==> src/rtl/sobel_pkg.sv <==
// Shared Sobel pipeline helpers: pad width, padded row width,
// column counter width, legal kernel check and column FSM codes.
package sobel_pkg;

  localparam logic [1:0] ST_IDLE   = 2'd0;
  localparam logic [1:0] ST_LEFT   = 2'd1;
  localparam logic [1:0] ST_CENTRE = 2'd2;
  localparam logic [1:0] ST_RIGHT  = 2'd3;

  function automatic int pad_of(input int ksz);
    return (ksz - 1) / 2;
  endfunction

  function automatic int out_w(input int iw, input int ksz);
    return iw + ksz - 1;
  endfunction

  function automatic int col_w(input int iw, input int ksz);
    return $clog2(iw + ksz);
  endfunction

  function automatic bit ksz_ok(input int ksz);
    return (ksz == 3) || (ksz == 5) || (ksz == 7);
  endfunction

endpackage

==> src/rtl/pix_delay_line.sv <==
// Enabled shift register of DEPTH pixels; q is the oldest stage.
// Ports: clk, rst (sync, high), en (shift), d (pixel in), q (pixel out).
module pix_delay_line #(
  parameter int DEPTH = 2,
  parameter int DW    = 8
) (
  input  logic          clk,
  input  logic          rst,
  input  logic          en,
  input  logic [DW-1:0] d,
  output logic [DW-1:0] q
);

  logic [DEPTH-1:0][DW-1:0] sr_q;
  logic [DEPTH-1:0][DW-1:0] sr_d;

  always_comb begin
    sr_d = sr_q;
    if (en) begin
      sr_d[0] = d;
      for (int i = 1; i < DEPTH; i++) begin
        sr_d[i] = sr_q[i-1];
      end
    end
  end

  always_ff @(posedge clk) begin
    if (rst) begin
      sr_q <= '0;
    end else begin
      sr_q <= sr_d;
    end
  end

  assign q = sr_q[DEPTH-1];

endmodule

==> src/rtl/bound_left_right_add.sv <==
// Left/right edge-replicate padding of each row ahead of the window generator.
// Ports: clk, rst, din_vsync/hsync/din in; dout_vsync/hsync/dout, fmt_err out.
module bound_left_right_add
  import sobel_pkg::*;
#(
  parameter int KSZ = 3,
  parameter int DW  = 8,
  parameter int IW  = 640
) (
  input  logic          clk,
  input  logic          rst,
  input  logic          din_vsync,
  input  logic          din_hsync,
  input  logic [DW-1:0] din,
  output logic          dout_vsync,
  output logic          dout_hsync,
  output logic [DW-1:0] dout,
  output logic          fmt_err
);

  localparam int PAD = pad_of(KSZ);
  localparam int OW  = out_w(IW, KSZ);
  localparam int CW  = col_w(IW, KSZ);

  localparam logic [CW-1:0] PAD_C  = CW'(PAD);
  localparam logic [CW-1:0] CEN_C  = CW'(PAD + IW);
  localparam logic [CW-1:0] LAST_C = CW'(OW - 1);
  localparam logic [CW-1:0] IW_C   = CW'(IW);
  localparam logic [CW-1:0] ONE_C  = CW'(1);

  if (!ksz_ok(KSZ)) begin : g_bad_ksz
    $error("KSZ must be 3, 5 or 7");
  end

  logic          vs_q, vs_d;
  logic          hs_q, hs_d;
  logic [1:0]    state_q, state_d;
  logic [CW-1:0] col_q, col_d;
  logic [CW-1:0] rx_q, rx_d;
  logic          in_act_q, in_act_d;
  logic [DW-1:0] p0_q, p0_d;
  logic [DW-1:0] last_q, last_d;
  logic          err_q, err_d;

  logic          vs_rise;
  logic          hs_rise;
  logic          row_act;
  logic          in_live;
  logic          accept;
  logic          dl_en;
  logic [DW-1:0] dl_q;
  logic [CW-1:0] col_nxt;
  logic [CW-1:0] src_idx;

  // Centre columns read the pixel that arrived PAD+1 clocks earlier.
  pix_delay_line #(
    .DEPTH(PAD + 1),
    .DW   (DW)
  ) u_dl (
    .clk(clk),
    .rst(rst),
    .en (dl_en),
    .d  (din),
    .q  (dl_q)
  );

  always_comb begin
    vs_rise = din_vsync & ~vs_q;
    hs_rise = din_hsync & ~hs_q;
    // A frame start wipes any row in flight before a new row is looked at.
    row_act = (state_q != ST_IDLE) & ~vs_rise;
    in_live = in_act_q & ~vs_rise;
    accept  = hs_rise
            | (in_live & din_hsync & (rx_q < IW_C));
    dl_en   = hs_rise | (state_q != ST_IDLE);
    col_nxt = col_q + ONE_C;
  end

  always_comb begin
    vs_d     = din_vsync;
    hs_d     = din_hsync;
    state_d  = state_q;
    col_d    = col_q;
    rx_d     = rx_q;
    in_act_d = in_act_q;
    p0_d     = p0_q;
    last_d   = last_q;
    err_d    = err_q;

    if (vs_rise) begin
      state_d  = ST_IDLE;
      col_d    = '0;
      in_act_d = 1'b0;
      err_d    = 1'b0;
    end else if (row_act) begin
      if (col_q == LAST_C) begin
        state_d = ST_IDLE;
        col_d   = '0;
      end else begin
        col_d = col_nxt;
        if (col_nxt < PAD_C) begin
          state_d = ST_LEFT;
        end else if (col_nxt < CEN_C) begin
          state_d = ST_CENTRE;
        end else begin
          state_d = ST_RIGHT;
        end
      end
    end

    if (hs_rise) begin
      state_d  = ST_LEFT;
      col_d    = '0;
      in_act_d = 1'b1;
      rx_d     = ONE_C;
      p0_d     = din;
      last_d   = din;
      // New row while the previous padded row is still going out.
      if (row_act) begin
        err_d = 1'b1;
      end
    end else begin
      if (accept) begin
        rx_d   = rx_q + ONE_C;
        last_d = din;
      end
      // Long row: extra pixels are dropped.
      if (in_live & din_hsync & ~accept) begin
        err_d = 1'b1;
      end
      // Short row: hsync fell before IW pixels.
      if (in_live & ~din_hsync) begin
        in_act_d = 1'b0;
        if (rx_q < IW_C) begin
          err_d = 1'b1;
        end
      end
    end
  end

  always_ff @(posedge clk) begin
    if (rst) begin
      vs_q     <= 1'b0;
      hs_q     <= 1'b0;
      state_q  <= ST_IDLE;
      col_q    <= '0;
      rx_q     <= '0;
      in_act_q <= 1'b0;
      p0_q     <= '0;
      last_q   <= '0;
      err_q    <= 1'b0;
    end else begin
      vs_q     <= vs_d;
      hs_q     <= hs_d;
      state_q  <= state_d;
      col_q    <= col_d;
      rx_q     <= rx_d;
      in_act_q <= in_act_d;
      p0_q     <= p0_d;
      last_q   <= last_d;
      err_q    <= err_d;
    end
  end

  always_comb begin
    src_idx = col_q - PAD_C;
    dout    = '0;
    unique case (1'b1)
      (state_q == ST_LEFT): begin
        dout = p0_q;
      end
      (state_q == ST_CENTRE): begin
        // Past the end of a short row, hold the last real pixel.
        dout = (src_idx < rx_q) ? dl_q : last_q;
      end
      (state_q == ST_RIGHT): begin
        dout = last_q;
      end
      default: begin
        dout = '0;
      end
    endcase
  end

  assign dout_hsync = (state_q != ST_IDLE);
  assign dout_vsync = vs_q;
  assign fmt_err    = err_q;

endmodule
==> config.mk <==
export PLATFORM = sky130hd
export DESIGN_NAME = bound_left_right_add
export DESIGN_NICKNAME = d
export VERILOG_FILES = /design/src/rtl/sobel_pkg.sv /design/src/rtl/pix_delay_line.sv /design/src/rtl/bound_left_right_add.sv
export SDC_FILE = /design/constraint.sdc
export NUM_CORES = 1
export LEC_CHECK = 0
export BUFFER_PORTS_ARGS = -buffer_cell sky130_fd_sc_hd__buf_2
export CAP_MARGIN = 10
export CELL_PAD_IN_SITES_DETAIL_PLACEMENT = 0
export CELL_PAD_IN_SITES_GLOBAL_PLACEMENT = 2
export CORE_ASPECT_RATIO = 1.25
export CORE_UTILIZATION = 38
export DETAILED_ROUTE_END_ITERATION = 8
export GPL_TIMING_DRIVEN = 0
export PLACE_DENSITY = 0.89
export SETUP_SLACK_MARGIN = 0.3
export SLEW_MARGIN = 20
export SYNTH_ARGS = -nofsm -noshare
export SYNTH_HDL_FRONTEND = slang
export SYNTH_SLANG_ARGS = --single-unit
==> constraint.sdc <==
create_clock -name clk -period 7.7 [get_ports clk]
set_input_delay 1.54 -clock clk [delete_from_list [all_inputs] [get_ports clk]]
set_output_delay 1.54 -clock clk [all_outputs]
set_load 0.02 [all_outputs]
* Yosys cells after proc, flatten, opt, wreduce, memory -nomap -nowiden *
Index checks and enable logic that the tools add are counted.

storage, ports and cells
  register bits = 58
  input port bits = 12
  output and inout port bits = 11

cells by class
  add/subtract/negate cells = 3
  order comparisons = 4
  equal/unequal tests = 4
  multiplexer cells = 22
  bitwise logic cells = 15
  reduce and logical (&&, ||, !) cells = 6

operators with widths
  kind                   count
  $mux 8                 3
  $pmux 8 s3             1
  $add 10x1->10 const B  2
  $lt 10x10->1 const B   2
  $mux 1                 15
  $eq 10x10->1 const B   1
  $lt 10x1->1 const B    1
  $lt 10x10->1           1
  $mux 10                1
  $sub 10x1->10 const B  1
  $and 1x1->1            8
  $reduce_bool 3->1      2
  $not 1->1              5
  $eq 2x2->1 const B     2
  $mux 2                 2
  $reduce_bool 2->1      2
  $reduce_or 3->1        1
  $eq 2x1->1 const B     1
  $or 1x1->1             2
  $reduce_or 2->1        1

* Logic depth before layout (Yosys ltp) *
Gate-level depths: netlist (run 1).

  depth in word-level cells = 13
  depth in mapped cells = 14

* Cells and area by module *
From an unflattened synthesis (run 1), not the netlist that was laid out.

unflattened totals
  cells, all modules = 403
  area total of the unflattened synthesis = 3,295.7 um^2

by module, submodules not included
  module                instances  cells each  area an instance (um^2)  seq. area each (um^2)
  bound_left_right_add  1          343         2,655.0                  840.8
  pix_delay_line        1          60          640.6                    320.3

* Worst setup path before layout (run 1) *
No wires, ideal clock.

  kind = register to output
  start = register col_q[2]
  end = output dout[1]
  arrival = 3,020 ps
  data required time = 6,160 ps
  setup slack = 3,140 ps
  cell stages (with the launch flop) = 12
  path buffers = 2
  path through = dfxtp_1 > buf_6 > or4_4 > or4_1 > xnor2_1 > ha_1 > nand4_1 > a211oi_1 > nor4_2 > buf_2 > nand3_1 > o211ai_1

between the ends
  word-level cells in the longest chain between the ends = 4

RTL lines
  element                 line                         RTL
  from (decl)             bound_left_right_add.sv:38   logic [CW-1:0] col_q, col_d;
  from (signal assigned)  bound_left_right_add.sv:156  col_q <= col_d;
  $sub 10x1->10           bound_left_right_add.sv:166  src_idx = col_q - PAD_C;
  $lt 10x10->1            bound_left_right_add.sv:174  dout = (src_idx < rx_q) ? dl_q : last_q;
  $mux 8                  bound_left_right_add.sv:174
  $pmux 8 s3              bound_left_right_add.sv:168  unique case (1'b1)
  to (decl)               bound_left_right_add.sv:17   output logic [DW-1:0] dout,

Every way passes these cells.

* Worst setup path in the final report (run 1) *
  start = register col_q[3]
  end = output dout[2]

Same word-level chain as after synthesis.

==> flow_summary_export.csv, run 1 <==
group,metric,value,unit
yosys,yosysTopAreaCell,"dfxtp_1",
setup_path,slowest_delay,0.61,ns
detailed_routing,dr_total_vias,2756,
timing,rsz0062_at_grt,"no",
setup_path,worstRegToRegCells,7,
detailed_routing,ant_nets,0,
power,vdd_ir_drop_max,0.1163,mV
setup_path,end_kind,"output pin",
setup_path,path_cells,"buf_2 -> or4_4 -> or4_1 -> xnor2_1 -> ha_1 -> nand4_1 -> a211oi_1 -> nor4_2 -> buf_2 -> nand3_1 -> o211ai_1 -> buf_2",
detailed_routing,wl_met3,263,um
setup_path,cp-startpoint,"col_q[3]",
global_routing,grtUsageTotal,0.2082,
detailed_routing,post_drt_via_cell_ratio,5.190,
floorplan,die_w,81.99,um
setup_path,critical_path_arrival,3.85,ns
timing,post-route-period-util,0.6996,
yosys,synth-edff-count,0,
clocking,ctsRootBufferMaster,"clkbuf_8",
worst_hold_path,hold_path_end,"u_dl.sr_q[4]",
detailed_routing,drtPass1Iterations,4,
clocking,insertion_delay,0.34,ns
yosys,syn_inst,398,
global_routing,antenna_found_initial,0,
yosys,syn_avg_cell_area,7.636,um^2
clocking,tritoncts,"yes",
timing,setup_viol,0,
global_routing,grt_pass1_vias,2729,
final_layout,most-common-layout-cells,"nand2_1, dfxtp_1, a21oi_1",
run,cap_violations,0,
worst_hold_path,worstHoldStart,"u_dl.sr_q[4]",
setup_path,cp_max_fo,10,
power,power_per_cell_area,200.3,nW/um^2
setup_path,r2r_end,"state_q[0]",
clocking,cts_made_buffers,9,
global_routing,overflow,0,
detailed_routing,route.detailed.drc,0,
clocking,post_cts_buffers,0,
timing,hold_viol,0,
floorplan,ioPinCount,23,
setup_path,worst_setup_path_start_kind,"flop",
final_layout,finalInstanceArea,3487,um^2
final_layout,drive_gt1_frac,0.1193,
yosys,yosysSeqAreaShare,0.3821,
detailed_routing,initialDrtViolationCount,116,
setup_path,path_class,"reg -> out",
setup_path,worstPathRequired,6.16,ns
floorplan,start_util,0.3900,
outcome,outcome,"finished, final reports clean",
yosys,synth_area,3039,um^2
yosys,synthTopCellsByArea,"dfxtp_1, nand2_1, a21oi_1",
place,dpl.hpwl,5703,um
yosys,syn_nets,424,
place,globalplace.congestion,0.8025,
detailed_routing,avgRoutedWirePerCell,14.54,um
setup_path,r2r-start,"col_q[0]",
worst_hold_path,hold_path_depth,2,
setup_path,cpMaxStageDelayCell,"nor4_2",
floorplan,dieHeight,102.0,um
clocking,clock_sinks,58,
detailed_routing,top_layer,"met4",
setup_path,critical_path.most_common_cell,"buf_2",
clocking,post_cts_resized,0,
final_layout,final_cell_count_no_fill,531,
clocking,cts_htree_levels,3,
timing,min_period,5.387,ns
place,place_inst,515,
floorplan,coreArea,7792,um^2
yosys,ys_warn_count,0,
clocking,cts-hold-fix-buffers,0,
global_routing,grt_max_degree,11,
global_routing,grt_pass1_wl,13090,um
detailed_routing,wirelength,7721,um
place,numPortBuffers,22,
timing,max_slew_margin,0.5552,
setup_path,rrSetupSlack,5.66,ns
yosys,yosys.area.top_type_share,0.3821,
place,place_area,3268,um^2
yosys,yosys_most_used_dff,"dfxtp_1",
detailed_routing,met2_length,3932,um
yosys,async_flop_share,0,
clocking,clk_path_buf_depth,2,
detailed_routing,wl_met1,3424,um
floorplan,die-area,8362,um^2
timing,slew_violations,0,
floorplan,rows,36,
power,p_leak,1.302,nW
final_layout,syn_to_final_growth,14.74,%
final_layout,mostFrequentLayoutCell,"nand2_1",
clocking,clk_pin_slew,0.07,ns
final_layout,fin_nets,457,
timing,clock.fmax,0.1856,GHz
worst_hold_path,worstHoldPathType,"reg -> reg",
final_layout,antenna_cells,0,
timing,fin_skew,0.009230,ns
timing,tightestPinTransition,0.6672,ns
yosys,ys_types,49,
yosys,ys_seq_elements,58,
timing,finalSetupTns,0,ns
==> Yosys cell counts, drive strengths merged, types with 2 or more instances <==
| cell type | count |
|---|---|
| a211oi | 3 |
| xor2 | 4 |
| xnor2 | 13 |
| nand2b | 4 |
| nor2 | 34 |
| o21ai | 9 |
| and3 | 2 |
| o22ai | 2 |
| or3 | 4 |
| dfxtp | 58 |
| clkbuf | 10 |
| nand3 | 15 |
| or4 | 2 |
| buf | 12 |
| nand4 | 10 |
| inv | 17 |
| ha | 14 |
| and2 | 2 |
| nor2b | 8 |
| a21oi | 42 |
| nand2 | 90 |
| nor3 | 8 |
| o211ai | 9 |
| a22o | 2 |
| a21boi | 3 |
| a22oi | 4 |
==> flip-flops by register name, indices dropped and copies added (netlist names) <==
signal      flops
fmt_err         1
rx_q           10
p0_q            8
hs_q            1
in_act_q        1
dout_vsync      1
u_dl.sr_q       8
last_q          8
col_q          10
state_q         2
u_dl.q          8
==> cells by family (layout without fill, tap and decap cells) <==
| family | Yosys count | count (layout) | synth area share |
|---|---|---|---|
| XOR/XNOR | 17 | 17 | 0.04899 |
| multiplexers | 2 | 2 | 0.006999 |
| flip-flops | 58 | 58 | 0.3820 |
| buffers and inverters | 39 | 77 | 0.05434 |
| AND/OR/NAND/NOR | 182 | 182 | 0.2725 |
| AO/OA/AOI/OAI | 86 | 86 | 0.1774 |
| adder cells (fa/ha/maj) | 14 | 14 | 0.05764 |
==> critical path: cells and delay by family, from the launching register on <==
family / cells / cell delay (ns)
buf+inv: 3 / 0.69
simple gates: 5 / 1.87
compound gates: 2 / 0.21
fa+ha+maj: 1 / 0.31
xor+xnor: 1 / 0.14
flops: 1 / 0.30
==> layout make-up <==
cell class,instances,area (um^2)
repair buffers,22,110.1
clock inverters,5,77.57
well taps,95,118.9
fillers,837,4305
plain buffers,22,101.3
inverters,17,63.81
flip-flops and latches,58,1161
clock buffers,11,141.4
multi-input cells,301,1713
==> per-stage QoR <==
step | utilization | hold WS [ns] | setup slack, ns | power [mW]
global route | 0.4475 | 0.4692 | 2.089 | 0.7271
global placement | 0.4194 | 0.4394 | 2.635 | 0.3868
detailed placement | 0.4194 | 0.4438 | 2.659 | 0.3880
CTS | 0.4475 | 0.4540 | 2.291 | 0.7047
finish | 0.4475 | 0.4525 | 2.313 | 0.6984
floorplan | - | 0.4315 | 3.140 | 0.3650
==> worst max-delay path by stage <==
stage	endpoint	slack (ns)	cells after the start
after floorplan	dout[1]	3.14	11
after global placement	dout[2]	2.63	12
after detailed placement	dout[2]	2.66	12
after CTS	dout[2]	2.29	12
after global routing	dout[1]	2.09	12
final	dout[2]	2.31	12
==> metal layers <==
metal / GRT usage / vias to the layer above
met3: 0.04643 / 10
met2: 0.3814 / 43
met1: 0.2340 / 1277
li1: - / 1426
met4: 0.06613 / 0
met5: 0 / -
==> power breakdown <==
group / leakage (nW) / total (mW) / internal [mW] / switching (mW)
registers: 0.473 / 0.319 / 0.312 / 0.00723
clock network: 0.109 / 0.318 / 0.190 / 0.128
logic: 0.719 / 0.0610 / 0.0199 / 0.0412
total: 1.30 / 0.698 / 0.522 / 0.177
No activity file was read; power rests on OpenSTA's default activity.
==> inputs of run 2 (changes only) <==
ABC_AREA = 1   (was not set)
CORE_UTILIZATION = 34   (was 38)
PLACE_DENSITY = 0.84   (was 0.89)
clock period = 5 ns   (was 7.7 ns; I/O delays follow)
==> run 2 against run 1 <==
  * Sequential share of layout area decreased by 2.9 points
  * Synthesized cell count increased by 17%
  * Combinational power increased by 93%
  * Global-route usage decreased by 1.8 points
  * Critical endpoint is now dout[1]
==> flow_summary_export.csv, run 2 <==
group,metric,value,unit
clocking,insertion_delay,0.33,ns
detailed_routing,route.detailed.drc,0,
timing,rsz0062_at_grt,"no",
yosys,synth-edff-count,0,
yosys,syn_nets,490,
yosys,yosys.area.top_type_share,0.3590,
setup_path,path_cells,"buf_6 -> nor2_1 -> nand4_1 -> nor3_1 -> nand3_1 -> xor2_1 -> ha_1 -> nand2_1 -> nor2_1 -> a211oi_4 -> nand3_2 -> buf_6 -> nand2_1 -> nand2_1 -> o21bai_1 -> buf_2",
global_routing,grtUsageTotal,0.1906,
run,cap_violations,0,
floorplan,die-area,9909,um^2
final_layout,most-common-layout-cells,"nor2_1, nand2_1, dfxtp_1",
clocking,post_cts_buffers,0,
global_routing,grt_max_degree,13,
setup_path,end_kind,"output pin",
yosys,syn_inst,464,
yosys,synthTopCellsByArea,"dfxtp_1, nor2_1, nand2_1",
detailed_routing,initialDrtViolationCount,92,
power,p_total,1.291,mW
final_layout,multi_input_area,1782,um^2
yosys,synth_area,3234,um^2
worst_hold_path,worstHoldPathType,"reg -> reg",
setup_path,slowest_delay,0.32,ns
yosys,yosysSeqAreaShare,0.3590,
clocking,clock_sinks,58,
final_layout,reg_top3,"col_q: 10 flops, rx_q: 10 flops",
global_routing,antenna_found_initial,0,
place,dpl.hpwl,6590,um
timing,hold_viol,0,
floorplan,dieHeight,111.0,um
power,vdd_ir_drop_max,0.1519,mV
floorplan,die_w,89.24,um
setup_path,cp_max_fo,10,
timing,clock.fmax,0.2385,GHz
clocking,ctsRootBufferMaster,"clkbuf_16",
setup_path,critical_path_arrival,3.19,ns
setup_path,path_buf_inv,3,
clocking,clk_pin_slew,0.06,ns
clocking,cts-hold-fix-buffers,0,
final_layout,drive_gt1_frac,0.1653,
setup_path,critical_path.most_common_cell,"nand2_1",
timing,fin_skew,0.007432,ns
final_layout,antenna_cells,0,
yosys,ys_types,37,
final_layout,final_util,0.4169,
clocking,clk_path_buf_depth,2,
final_layout,fin_nets,523,
clocking,tritoncts,"yes",
floorplan,coreArea,9174,um^2
yosys,synth_common_cells,"nor2_1, nand2_1, dfxtp_1, o21ai_0, inv_1",
place,globalplace.congestion,0.8335,
setup_path,path_class,"reg -> out",
timing,tightestPinTransition,0.5948,ns
yosys,post-synth-top-count-cell,"nor2_1",
yosys,yosys_most_used_dff,"dfxtp_1",
final_layout,syn_to_final_growth,18.26,%
final_layout,final_cell_count_no_fill,625,
floorplan,start_util,0.3526,
detailed_routing,wirelength,8663,um
clocking,post_cts_resized,0,
timing,max_slew_margin,0.6020,
final_layout,finalInstanceArea,3825,um^2
clocking,cts_made_buffers,9,
setup_path,worst_setup_path_start_kind,"flop",
detailed_routing,dr_total_vias,2921,
yosys,async_flop_share,0,
floorplan,rows,39,
place,place_area,3498,um^2
timing,finalSetupTns,0,ns
yosys,ys_seq_elements,58,
global_routing,grt_pass1_wl,13820,um
detailed_routing,drtPass1Iterations,4,
place,numPortBuffers,22,
yosys,syn_avg_cell_area,6.971,um^2
global_routing,grt_pass1_vias,2827,
timing,setup_viol,0,
global_routing,overflow,0,
detailed_routing,ant_nets,0,
place,place_inst,609,
clocking,cts_htree_levels,3,
outcome,outcome,"finished, final reports clean",
setup_path,cpMaxStageDelayCell,"dfxtp_1",
yosys,ys_warn_count,0,
setup_path,worstPathRequired,4.00,ns
detailed_routing,avgRoutedWirePerCell,13.86,um
yosys,yosysTopAreaCell,"dfxtp_1",
final_layout,regArea,1161,um^2
timing,min_period,4.193,ns
detailed_routing,post_drt_via_cell_ratio,4.674,
final_layout,mostFrequentLayoutCell,"nor2_1",
timing,slew_violations,0,
timing,post-route-period-util,0.8387,
setup_path,crit_family,"simple AND/OR/NAND/NOR gates",
power,p_leak,1.584,nW
floorplan,ioPinCount,23,
power,power_per_cell_area,337.6,nW/um^2
final_layout,fillers,1005,
## run 2: changes by cell type after synthesis, sizes merged, moves of 6 or more
cell    change
o21ai      +38
xor2        +6
nor2       +61
nor2b       -8
nand3      +10
a21oi      -10
xnor2      -13
o21bai      +8
o211ai      -9
inv        +32
## run 2: through the flow
step | worst slack, ns | hold slack [ns]
final | 0.8066 | 0.4689
after global routing | 0.5232 | 0.4940
after global placement | 1.103 | 0.4580
after CTS | 0.7771 | 0.4708
after detailed placement | 1.138 | 0.4631
after floorplan | 1.461 | 0.4434
## run 2: tightest hold or removal path: stages, from the launching register on
cell and delay [ns]:
dfxtp_1 0.29, inv_1 0.07, a21oi_1 0.06
## run 2: kinds of logic (layout without fill, tap and decap cells)
kind of cell,Yosys count,count (layout),share of synthesized area
xor+xnor,10,10,0.02708
compound gates,93,93,0.1640
fa+ha+maj,14,14,0.05416
simple gates,222,222,0.3056
buf+inv,67,105,0.09013
flops,58,58,0.3590
## run 2: power breakdown
group | switching, mW | internal, mW | total, mW
Sequential | 0.0142 | 0.489 | 0.503
Combinational | 0.0779 | 0.0398 | 0.118
Clock | 0.232 | 0.439 | 0.670
Total | 0.324 | 0.968 | 1.29
## run 2: final cells by class
type	instances	area share
Multi-Input combinational cell	339	0.4658
Tap cell	123	0.04024
Inverter	50	0.04907
Clock buffer	9	0.05888
Timing Repair Buffer	22	0.02879
Sequential cell	58	0.3036
Clock inverter	7	0.02650
Buffer	17	0.02715
## run 2: path summary, 6_finish.rpt
check                           startpoint         end  slack (ns)  cells past startpoint
worst max-delay path              col_q[2]     dout[1]        0.81                     16
worst min-delay path             last_q[1]   last_q[1]        0.47                      2
worst max register to register    col_q[0]  state_q[0]        3.09                     12
worst min register to register   last_q[1]   last_q[1]        0.47                      2
## run 2: metal layers
layer  global-route usage  vias to the layer above  routed length [um]
met2               0.3542                       40                4567
li1                     -                     1559                   -
met3              0.03797                       11                 272
met1               0.2010                     1311                3627
met5                    0                        -                   0
met4              0.07937                        0                 195
